[src/rtl/sync_frame_tx_if.sv]
// Handshake and serial-line bundle for sync_frame_tx.
// The bench drives through master; the transmitter uses slave.
interface sync_frame_tx_if #(
  parameter int DATA_WIDTH = 8
);
  logic                  tx_start;
  logic [DATA_WIDTH-1:0] tx_data;
  logic                  shift_en;
  logic                  serial_out;
  logic                  busy;
  logic                  tx_done;

  modport master (
    output tx_start, tx_data, shift_en,
    input  serial_out, busy, tx_done
  );

  modport slave (
    input  tx_start, tx_data, shift_en,
    output serial_out, busy, tx_done
  );
endinterface

[src/rtl/sync_frame_tx.sv]
// Serial frame transmitter: sync header, MSB-first payload, optional even parity, guard bit.
// Bits advance only on shift_en strobes, so the bit rate is set by whoever generates the strobe.
module sync_frame_tx #(
  parameter int                  DATA_WIDTH   = 8,
  parameter int                  SYNC_LEN     = 4,
  parameter logic [SYNC_LEN-1:0] SYNC_PATTERN = 4'b1101,
  parameter bit                  PARITY_EN    = 1'b1
) (
  input  logic           clk,
  input  logic           n_rst,
  sync_frame_tx_if.slave bus
);

  localparam int CNT_MAX = (SYNC_LEN > DATA_WIDTH) ? SYNC_LEN : DATA_WIDTH;
  localparam int CNT_W   = (CNT_MAX > 1) ? $clog2(CNT_MAX) : 1;

  typedef enum logic [2:0] {
    IDLE,
    SYNC,
    DATA,
    PAR,
    GUARD
  } state_t;

  state_t                state, state_n;
  logic [CNT_W-1:0]      cnt, cnt_n;
  logic [DATA_WIDTH-1:0] shreg, shreg_n;
  logic [SYNC_LEN-1:0]   sync_sr, sync_sr_n;
  logic                  parity, parity_n;
  logic                  serial, serial_n;
  logic                  busy, busy_n;
  logic                  done, done_n;

  always_ff @(posedge clk or negedge n_rst) begin
    if (!n_rst) begin
      state   <= IDLE;
      cnt     <= '0;
      shreg   <= '0;
      sync_sr <= '0;
      parity  <= 1'b0;
      serial  <= 1'b0;
      busy    <= 1'b0;
      done    <= 1'b0;
    end else begin
      state   <= state_n;
      cnt     <= cnt_n;
      shreg   <= shreg_n;
      sync_sr <= sync_sr_n;
      parity  <= parity_n;
      serial  <= serial_n;
      busy    <= busy_n;
      done    <= done_n;
    end
  end

  // Header and payload both leave through their shift register MSB; the counter only marks the last bit.
  always_comb begin
    state_n   = state;
    cnt_n     = cnt;
    shreg_n   = shreg;
    sync_sr_n = sync_sr;
    parity_n  = parity;
    serial_n  = serial;
    busy_n    = busy;
    done_n    = 1'b0;

    case (state)
      IDLE: begin
        serial_n = 1'b0;
        if (bus.tx_start) begin
          shreg_n   = bus.tx_data;
          parity_n  = ^bus.tx_data;
          sync_sr_n = SYNC_PATTERN;
          busy_n    = 1'b1;
          cnt_n     = '0;
          state_n   = SYNC;
        end
      end

      SYNC: begin
        if (bus.shift_en) begin
          serial_n  = sync_sr[SYNC_LEN-1];
          sync_sr_n = sync_sr << 1;
          if (cnt == CNT_W'(SYNC_LEN - 1)) begin
            cnt_n   = '0;
            state_n = DATA;
          end else begin
            cnt_n = cnt + 1'b1;
          end
        end
      end

      DATA: begin
        if (bus.shift_en) begin
          serial_n = shreg[DATA_WIDTH-1];
          shreg_n  = shreg << 1;
          if (cnt == CNT_W'(DATA_WIDTH - 1)) begin
            cnt_n   = '0;
            state_n = PARITY_EN ? PAR : GUARD;
          end else begin
            cnt_n = cnt + 1'b1;
          end
        end
      end

      PAR: begin
        if (bus.shift_en) begin
          serial_n = parity;
          cnt_n    = '0;
          state_n  = GUARD;
        end
      end

      GUARD: begin
        // First strobe puts the guard 0 on the line; the second one closes the frame.
        if (bus.shift_en) begin
          serial_n = 1'b0;
          if (cnt == '0) begin
            cnt_n = CNT_W'(1);
          end else begin
            cnt_n   = '0;
            busy_n  = 1'b0;
            done_n  = 1'b1;
            state_n = IDLE;
          end
        end
      end

      default: begin
        state_n  = IDLE;
        serial_n = 1'b0;
        busy_n   = 1'b0;
        cnt_n    = '0;
      end
    endcase
  end

  assign bus.serial_out = serial;
  assign bus.busy       = busy;
  assign bus.tx_done    = done;

endmodule
[src/flat_wrapper.sv]
// flat-port wrapper written by rule: the top's interface ports become plain ports
module sync_frame_tx_flat 
#(
  parameter int                  DATA_WIDTH   = 8,
  parameter int                  SYNC_LEN     = 4,
  parameter logic [SYNC_LEN-1:0] SYNC_PATTERN = 4'b1101,
  parameter bit                  PARITY_EN    = 1'b1
)
  (clk, n_rst, bus_tx_start, bus_tx_data, bus_shift_en, bus_serial_out, bus_busy, bus_tx_done);
  sync_frame_tx_if #(.DATA_WIDTH(DATA_WIDTH)) bus_i ();
  input  logic clk;
  input  logic n_rst;
  input wire logic [$bits(bus_i.tx_start)-1:0] bus_tx_start;
  input wire logic [$bits(bus_i.tx_data)-1:0] bus_tx_data;
  input wire logic [$bits(bus_i.shift_en)-1:0] bus_shift_en;
  output wire logic [$bits(bus_i.serial_out)-1:0] bus_serial_out;
  output wire logic [$bits(bus_i.busy)-1:0] bus_busy;
  output wire logic [$bits(bus_i.tx_done)-1:0] bus_tx_done;
  assign bus_i.tx_start = bus_tx_start;
  assign bus_i.tx_data = bus_tx_data;
  assign bus_i.shift_en = bus_shift_en;
  assign bus_serial_out = bus_i.serial_out;
  assign bus_busy = bus_i.busy;
  assign bus_tx_done = bus_i.tx_done;
  sync_frame_tx #(.DATA_WIDTH(DATA_WIDTH), .SYNC_LEN(SYNC_LEN), .SYNC_PATTERN(SYNC_PATTERN), .PARITY_EN(PARITY_EN)) u_core (.clk(clk), .n_rst(n_rst), .bus(bus_i));
endmodule
[config.mk]
export PLATFORM = sky130hd
export DESIGN_NAME = sync_frame_tx_flat
export DESIGN_NICKNAME = d
export VERILOG_FILES = /design/src/rtl/sync_frame_tx_if.sv /design/src/rtl/sync_frame_tx.sv /design/src/flat_wrapper.sv
export SDC_FILE = /design/constraint.sdc
export NUM_CORES = 1
export LEC_CHECK = 0
export BUFFER_PORTS_ARGS = -buffer_cell sky130_fd_sc_hd__buf_2
export CORE_ASPECT_RATIO = 0.6
export CORE_UTILIZATION = 35
export DETAILED_ROUTE_END_ITERATION = 8
export PLACE_DENSITY = 0.56
export SETUP_SLACK_MARGIN = 0.5
export SYNTH_ARGS = -nofsm -noshare
export SYNTH_HDL_FRONTEND = slang
export SYNTH_SLANG_ARGS = --single-unit
[constraint.sdc]
create_clock -name clk -period 2.2 [get_ports clk]
set_input_delay 0.22 -clock clk [delete_from_list [all_inputs] [get_ports clk]]
set_output_delay 0.22 -clock clk [all_outputs]
set_load 0.01 [all_outputs]
Word-level counts from Yosys, hierarchy flattened
Index checks and enable logic that the tools add are counted.
W data, S select, Z words.
- flip-flop bits (word level): 22
- input port bits: 12
- output and inout bits: 3
- logic and storage cells: 73
- $add $sub $neg: 1
- eq/ne operators: 14
- mux-type cells: 36
- bitwise operators: 1
- reduce and logical (&&, ||, !) cells: 13
- operators by type and width (kind ; number):
    $mux W3 ; 15
    $pmux W3 S5 ; 2
    $mux W8 ; 2
    $pmux W8 S2 ; 1
    $ne A2 B2 Y1 const B ; 6
    $mux W1 ; 11
    $eq A3 B2 Y1 const B ; 3
    $mux W4 ; 2
    $pmux W4 S2 ; 1
    $reduce_and A4 Y1 ; 2
    $reduce_and A8 Y1 ; 1
    $reduce_xor A8 Y1 ; 1
    $eq A3 B3 Y1 const B ; 2
    $logic_not A3 Y1 ; 2
    $reduce_and A3 Y1 ; 2
    $reduce_and A5 Y1 ; 1
    $ne A2 B1 Y1 const B ; 2
    $pmux W1 S4 ; 1
    $reduce_bool A2 Y1 ; 2
    $add A3 B1 Y3 const B ; 1
    $eq A3 B1 Y1 const B ; 1
    $pmux W1 S3 ; 1
    $reduce_or A3 Y1 ; 1
    $reduce_and A2 Y1 ; 1
    $not A1 Y1 ; 1

Depth between registers and ports, before layout
Gate-level depths: netlist of the first run.
- depth after elaboration: 4
- gate-level depth with buffers: 7
- depth with buffers taken out: 6

Least setup slack after synthesis of the first run
Ideal clock, no wire load.
- path type: register to register
- start point: register u_core.cnt[0]
- end point: register u_core.cnt[0]
- library setup time: 0.076 ns
- arrival time: 1.413 ns
- data required time: 2.124 ns
- slack: 0.711 ns
- cell stages (with the launch flop): 7
- path buffers: 0
- clock period less this slack: 1.489 ns
- path through: dfrtp_1 > ha_1 > ha_1 > nor2b_1 > mux2i_1 > o32a_1 > o21ai_1
- word-level cells in the longest chain between the ends: 4
- elaborated cells between the ends (all ways): 11
- those cells by class: add/sub (1); eq/ne (2); mux (7); reduce/logical (1)
- RTL lines (element ; RTL line ; text):
    start: declaration ; sync_frame_tx.sv:26 ; logic [CNT_W-1:0] cnt, cnt_n;
    start signal: assignment ; sync_frame_tx.sv:46 ; cnt <= cnt_n;
    $add A3 B1 Y3, or another cell as far along ; sync_frame_tx.sv:88, sync_frame_tx.sv:101 ;
    $mux W3, or another cell as far along ; sync_frame_tx.sv:97 ; if (cnt == CNT_W'(DATA_WIDTH - 1)) begin
    $mux W3, on equally long branches ; sync_frame_tx.sv:94, sync_frame_tx.sv:81, sync_frame_tx.sv:116 ;
    $pmux W3 S5 * ; sync_frame_tx.sv:67 ; case (state)
Every way passes the cells marked *; elsewhere a longest branch is shown, timed or not. The select of a mux whose other input is x is not followed.
A chain may end at the register's enable or synchronous reset.

Final worst setup path of the first run
- start point: register u_core.state[1]
- end point: register u_core.state[0]
- word-level cells in the longest chain between the ends: 3
- elaborated cells between the ends (all ways): 15
- those cells by class: eq/ne (12); mux (1); reduce/logical (2)
- RTL lines (element ; RTL line ; text):
    start: declaration ; sync_frame_tx.sv:25 ; state_t state, state_n;
    start signal: assignment ; sync_frame_tx.sv:45 ; state <= state_n;
    $eq A3 B3 Y1, or another cell as far along ; sync_frame_tx.sv:67 ;
    $ne A2 B2 Y1 (no line) / $ne A2 B1 Y1 (equally long branches) ; n/a ;
    $reduce_and A8 Y1 (no line) ; n/a ;
Several ways; a longest one is shown, not always the timed one.

==> impl_metrics.tcl, run 1 <==
set metrics [dict create \
    antenna_left 0 \
    clock_skew_ns 0.00357 \
    final_hold_viol_count 0 \
    place_inst 183 \
    wl_per_cell_um 12.9 \
    final_util_pct 43.8 \
    fillers 351 \
    die_w_um 80.1 \
    seq_area_frac_synth_pct 42.9 \
    syn_inst 131 \
    worst_slew_pin_slew_ns 0.514 \
    required_ns 2.36 \
    clock-sinks 22 \
    path_clk_slew_ns 0.09 \
    num_vias 917 \
    cp.arrival_ns 1.73 \
    worst-path-max-fanout 15 \
    grt_pass1_vias 851 \
    overflow 0 \
    synth-seq-cells 22 \
    nNetsFinal 163 \
    hold_path_class "input port to flop" \
    ys_types 36 \
    ys.flop_type "dfrtp_1" \
    cts_tree "built" \
    drt_iter0_drc 37 \
    start_util_pct 37.9 \
    io_pins 15 \
    clockBufferDepth 2 \
    min_period_over_period_pct 71.3 \
    yosysWarnings 0 \
    grt_setup_unrepaired "false" \
    h-tree-depth 1 \
    synth_area_sq_um 1280 \
    setup.worst_path.end_class "flop" \
    total_power_mw 1.74 \
    reg2reg_depth 3 \
    status "finished clean" \
    timing.setup.tns_ns 0 \
    antenna_found_initial 0 \
    die_y_um 48.9 \
    grt_start_max_net_pins 23 \
    synth_fp_nets 148 \
    place.gp.congestion 0.797 \
    clockRootBuffer "clkbuf_8" \
    ir_worst_vdd_v 0.000421 \
    core_area_sq_um 3380 \
    rows 16 \
    maxCapViolCount 0 \
    numCtsBuffers 3 \
    fmax_mhz 637 \
    synth-edff-count 0 \
    vias_per_cell 4.83 \
    clk_latency_ns 0.27 \
    drive_above_1_share_pct 24.1 \
    critPathLaunchType "flop" \
    power_density_nw_per_um2 1180 \
    syn_avg_cell_area_sq_um 9.79 \
    antennaDiodeCount 0 \
    stdcell_count 190 \
    async_reset_ff_share_pct 100 \
    setup.worst_path.class "flop to flop" \
    routed_wl_um 2440 \
    dp_hpwl_um 1690 \
    portBuffers 14 \
    gr-usage-all-layers_pct 14.2 \
    die_area_sq_um 3920 \
    area_delta_synth_final_pct 15.4 \
    slew_headroom_pct 65.7 \
    power_leakage_nw 0.631 \
    min_period_ns 1.57 \
    holdPathStages 2 \
    setup_viol 0 \
    drv_slew 0 \
    drt_first_pass_iters 4 \
    grt_pass1_wl_um 4170 \
    r2r_slack_ns 0.63 \
    drc 0 \
]
-- registers in the layout, summed over array words and instances (netlist names) --
| name | flops |
|---|---|
| u_core.state | 3 |
| u_core.bus.busy | 1 |
| u_core.bus.serial_out | 1 |
| u_core.bus.tx_done | 1 |
| u_core.parity | 1 |
| u_core.shreg | 8 |
| u_core.sync_sr | 4 |
| u_core.cnt | 3 |
-- layout by cell type, fill, tap and decap left out, types with 2 or more instances in the layout --
| cell type | Yosys | layout |
|---|---|---|
| dfrtp_1 | 22 | 19 |
| nand2_1 | 17 | 17 |
| buf_2 | 5 | 14 |
| mux2i_1 | 10 | 10 |
| nor2_1 | 10 | 9 |
| o21ai_1 | 9 | 9 |
| o21ai_0 | 7 | 7 |
| xnor2_1 | 7 | 7 |
| inv_1 | 6 | 6 |
| a21oi_1 | 4 | 4 |
| ha_1 | 5 | 4 |
| nor3_1 | 3 | 3 |
| clkbuf_8 | 0 | 3 |
| nand2b_1 | 2 | 2 |
| xor2_1 | 2 | 2 |
| buf_4 | 1 | 2 |
| dfrtp_2 | 0 | 2 |
-- cell type report --
| type | count | area [sq um] | share of cell area, % |
|---|---|---|---|
| clock buffer | 3 | 41.3 | 2.79 |
| multi-input combinational | 95 | 674 | 45.6 |
| inverter | 7 | 26.3 | 1.78 |
| tap | 45 | 56.3 | 3.80 |
| clock inverter | 1 | 30.0 | 2.03 |
| timing repair buffer | 17 | 95.1 | 6.42 |
| sequential | 22 | 557 | 37.6 |
-- logic make-up after synthesis --
| logic type | share of synthesized area, % |
|---|---|
| and+or+nand+nor | 16.5 |
| AOI/OAI and AO/OA | 14.2 |
| DFF | 42.9 |
| buffers and inverters | 5.46 |
| muxes | 9.85 |
| xor gates and xnor gates | 6.15 |
| adders and majority gates | 4.88 |
-- power breakdown --
part | internal [mW] | switching [mW] | total [mW]
sequential | 0.570 | 0.176 | 0.746
combinational | 0.311 | 0.299 | 0.611
clock | 0.243 | 0.145 | 0.388
-- through the flow --
step | hold WS [ns] | setup slack, ns | instance area (sq um)
6_report | 0.197 | 0.631 | 1480
5_1_grt | 0.208 | 0.531 | 1480
4_1_cts | 0.190 | 0.495 | 1450
3_5_place_dp | 0.226 | 0.448 | 1370
3_3_place_gp | 0.223 | 0.489 | 1370
2_1_floorplan | -0.0756 | 0.711 | 1280
-- cell usage after synthesis, types with 3 or more instances --
library cell  instances  area (sq um)
nor2_1               10          37.5
inv_1                 6          22.5
mux2i_1              10           100
nor3_1                3          15.0
xnor2_1               7          61.3
ha_1                  5          62.6
nand2_1              17          63.8
a21oi_1               4          20.0
dfrtp_1              22           551
buf_2                 5          25.0
o21ai_1               9          45.0
o21ai_0               7          35.0
-- worst max-delay path: stages, from the launching register on --
cell and delay [ns]:
dfrtp_4 0.58, nor2_2 0.23, mux2_4 0.37, o41ai_2 0.28
-- worst paths after layout --
path                                             start                          end
max in group asynchronous                        n_rst  u_core.state[1]$_DFFE_PN0P_
max reg2reg                u_core.state[1]$_DFFE_PN0P_  u_core.state[0]$_DFFE_PN0P_
min in group asynchronous                        n_rst  u_core.shreg[6]$_DFFE_PN0P_
min reg2reg                u_core.shreg[4]$_DFFE_PN0P_  u_core.shreg[4]$_DFFE_PN0P_
max                        u_core.state[1]$_DFFE_PN0P_  u_core.state[0]$_DFFE_PN0P_
min                                     bus_tx_data[0]  u_core.shreg[0]$_DFFE_PN0P_
-- repair_timing --
action,4_1_cts,5_1_grt
hold endpoints to repair,22,0
endpoints found under the setup margin,9,17
gates resized for setup,2,6
setup buffers,0,2
hold buffers,1,0
-- routing by layer --
metal / part of all wire [%] / GRT usage [%] / up-vias / routed length (um)
li1: - / - / 477 / -
met1: 56 / 22.1 / 420 / 1370
met2: 39 / 18.4 / 18 / 943
met3: 4.1 / 4.49 / 2 / 100
met4: 1.0 / 3.57 / 0 / 25
met5: 0 / 0 / - / 0
Power figures use the tool's default switching activity.
==> run 2: changes to the inputs <==
--- a/config.mk
+++ b/config.mk
@@ -9,7 +9,7 @@
 export CORE_ASPECT_RATIO = 0.6
 export CORE_UTILIZATION = 35
 export DETAILED_ROUTE_END_ITERATION = 8
-export PLACE_DENSITY = 0.56
+export PLACE_DENSITY = 0.58
 export SETUP_SLACK_MARGIN = 0.5
 export SYNTH_ARGS = -nofsm -noshare
 export SYNTH_HDL_FRONTEND = slang
==> constraint.sdc (replaced) <==
create_clock -name clk -period 1.4 [get_ports clk]
set_input_delay 0.14 -clock clk [delete_from_list [all_inputs] [get_ports clk]]
set_output_delay 0.14 -clock clk [all_outputs]
set_load 0.01 [all_outputs]
==> run 2 against run 1 <==
  * The flow now finishes with violations (negative setup slack)
  * Routed wire length up 25%
  * Non-clock buffer count grew 22
  * Sequential power up 55%
  * Critical endpoint is now u_core.shreg[0]$_DFFE_PN0P_
==> impl_metrics.tcl, run 2 (synthesis gave the netlist of run 1 again) <==
set metrics [dict create \
    mostFrequentLayoutCell "dfrtp_1" \
    die_area_sq_um 3920 \
    clk_latency_ns 0.27 \
    placed_area_sq_um 1530 \
    overflow 0 \
    design_area_sq_um 1830 \
    place.gp.congestion 0.745 \
    gr-usage-all-layers_pct 17.0 \
    die_w_um 80.1 \
    grt_setup_unrepaired "true" \
    power_leakage_nw 0.775 \
    total_power_mw 3.30 \
    num_vias 1060 \
    status "finished, violations left" \
    routed_wl_um 3060 \
    final_hold_viol_count 0 \
    vias_per_cell 5.00 \
    path_clk_slew_ns 0.08 \
    numCtsBuffers 3 \
    top_register "u_core.shreg" \
    grt_start_max_net_pins 23 \
    nNetsFinal 185 \
    worst_slew_pin_slew_ns 0.514 \
    wl_per_cell_um 14.4 \
    most-common-layout-cells "dfrtp_1 (18), buf_4 (14), buf_2 (13)" \
    dp_hpwl_um 1970 \
    cp.arrival_ns 1.60 \
    reg_top3 "u_core.shreg x8, u_core.sync_sr x4" \
    fmax_mhz 695 \
    io_pins 15 \
    setup.worst_path.class "flop to flop" \
    required_ns 1.56 \
    min_period_ns 1.44 \
    cp_cell_sequence "mux2i_1 > or3_4 > buf_8 > a22o_1" \
    drc 0 \
    slew_headroom_pct 65.8 \
    drt_first_pass_iters 4 \
    portBuffers 14 \
    antenna_left 0 \
    rows 16 \
    min_period_over_period_pct 103 \
    largest_register_ffs 8 \
    h-tree-depth 1 \
    clockBufferDepth 2 \
    clock_skew_ns 0.0105 \
    power_density_nw_per_um2 1800 \
    hold_path_class "input port to flop" \
    worst-path-max-fanout 8 \
    grt_pass1_vias 1041 \
    setup_viol 2 \
    area_delta_synth_final_pct 43.0 \
    cp_top_family "flip-flops" \
    drt_iter0_drc 64 \
    path_buf_inv 1 \
    setup.worst_path.end_class "flop" \
    drive_above_1_share_pct 46.7 \
    maxCapViolCount 0 \
    antennaDiodeCount 0 \
    clock-sinks 22 \
    setup_ws_ns -0.0393 \
    cpMaxStageDelayCell "dfrtp_2" \
    core_area_sq_um 3380 \
    drv_slew 0 \
    clockRootBuffer "clkbuf_8" \
    cts_tree "built" \
    ir_worst_vdd_v 0.000762 \
    grt_pass1_wl_um 4980 \
    critPathLaunchType "flop" \
    die_y_um 48.9 \
    max_stage_delay_ns 0.47 \
    violations "negative setup slack" \
    antenna_found_initial 0 \
    start_util_pct 37.9 \
]
run 2: cell type report:
cell class                 count  area (sq um)
sequential                    22           556
inverter                       7          26.3
timing repair buffer          39           320
fill                         286          1550
multi-input combinational     95           821
clock buffer                   4          55.1
tap                           45          56.3
run 2: metrics by stage:
step	setup WS [ns]	setup TNS (ns)	utilization [%]	hold slack, ns	instances
finish	-0.0393	-0.0772	54.2	0.129	212
global route	-0.0939	-0.357	54.2	0.136	212
CTS	-0.0282	-0.0282	50.5	0.122	209
detailed placement	-0.0109	-0.0109	45.1	0.148	196
global placement	0.0272	0	45.1	0.147	196
floorplan	0.0443	0	-	-0.156	131
run 2: per-layer routing:
metal	vias to the layer above	track usage, %	share of wire [%]
li1	519	-	-
met1	518	23.6	47
met2	17	25.1	46
met3	6	5.05	4.6
met4	0	6.25	1.5
met5	-	0	0
run 2: path summary, 6_finish.rpt:
path	start	endpoint	slack (ns)	cells past startpoint
max reg2reg	u_core.state[1]$_DFFE_PN0P_	u_core.shreg[0]$_DFFE_PN0P_	-0.04	4
min in group asynchronous	n_rst	u_core.parity$_DFFE_PN0P_	0.37	2
max	u_core.state[1]$_DFFE_PN0P_	u_core.shreg[0]$_DFFE_PN0P_	-0.04	4
min reg2reg	u_core.shreg[2]$_DFFE_PN0P_	u_core.shreg[2]$_DFFE_PN0P_	0.49	2
min	bus_tx_data[0]	u_core.shreg[0]$_DFFE_PN0P_	0.13	2
max in group asynchronous	n_rst	u_core.cnt[2]$_DFFE_PN0P_	0.65	2
run 2: worst register-to-register path, cell delays in order (launching register included):
cell and delay [ns]:
dfrtp_2 0.47, mux2i_1 0.16, or3_4 0.37, buf_8 0.16, a22o_1 0.17
run 2: report_power, final:
group	internal [mW]	total, mW	switching, mW
clock network	0.251	0.464	0.212
registers	0.895	1.16	0.261
logic	0.909	1.68	0.772
run 2: repair_timing:
action / in CTS / in global routing
buffers inserted: 8 / 2
cloned: 0 / 1
setup endpoints to repair: 25 / 25
pin swaps: 4 / 6
hold endpoints to repair: 22 / 0
gates resized for setup: 18 / 26
hold buffers: 1 / 0
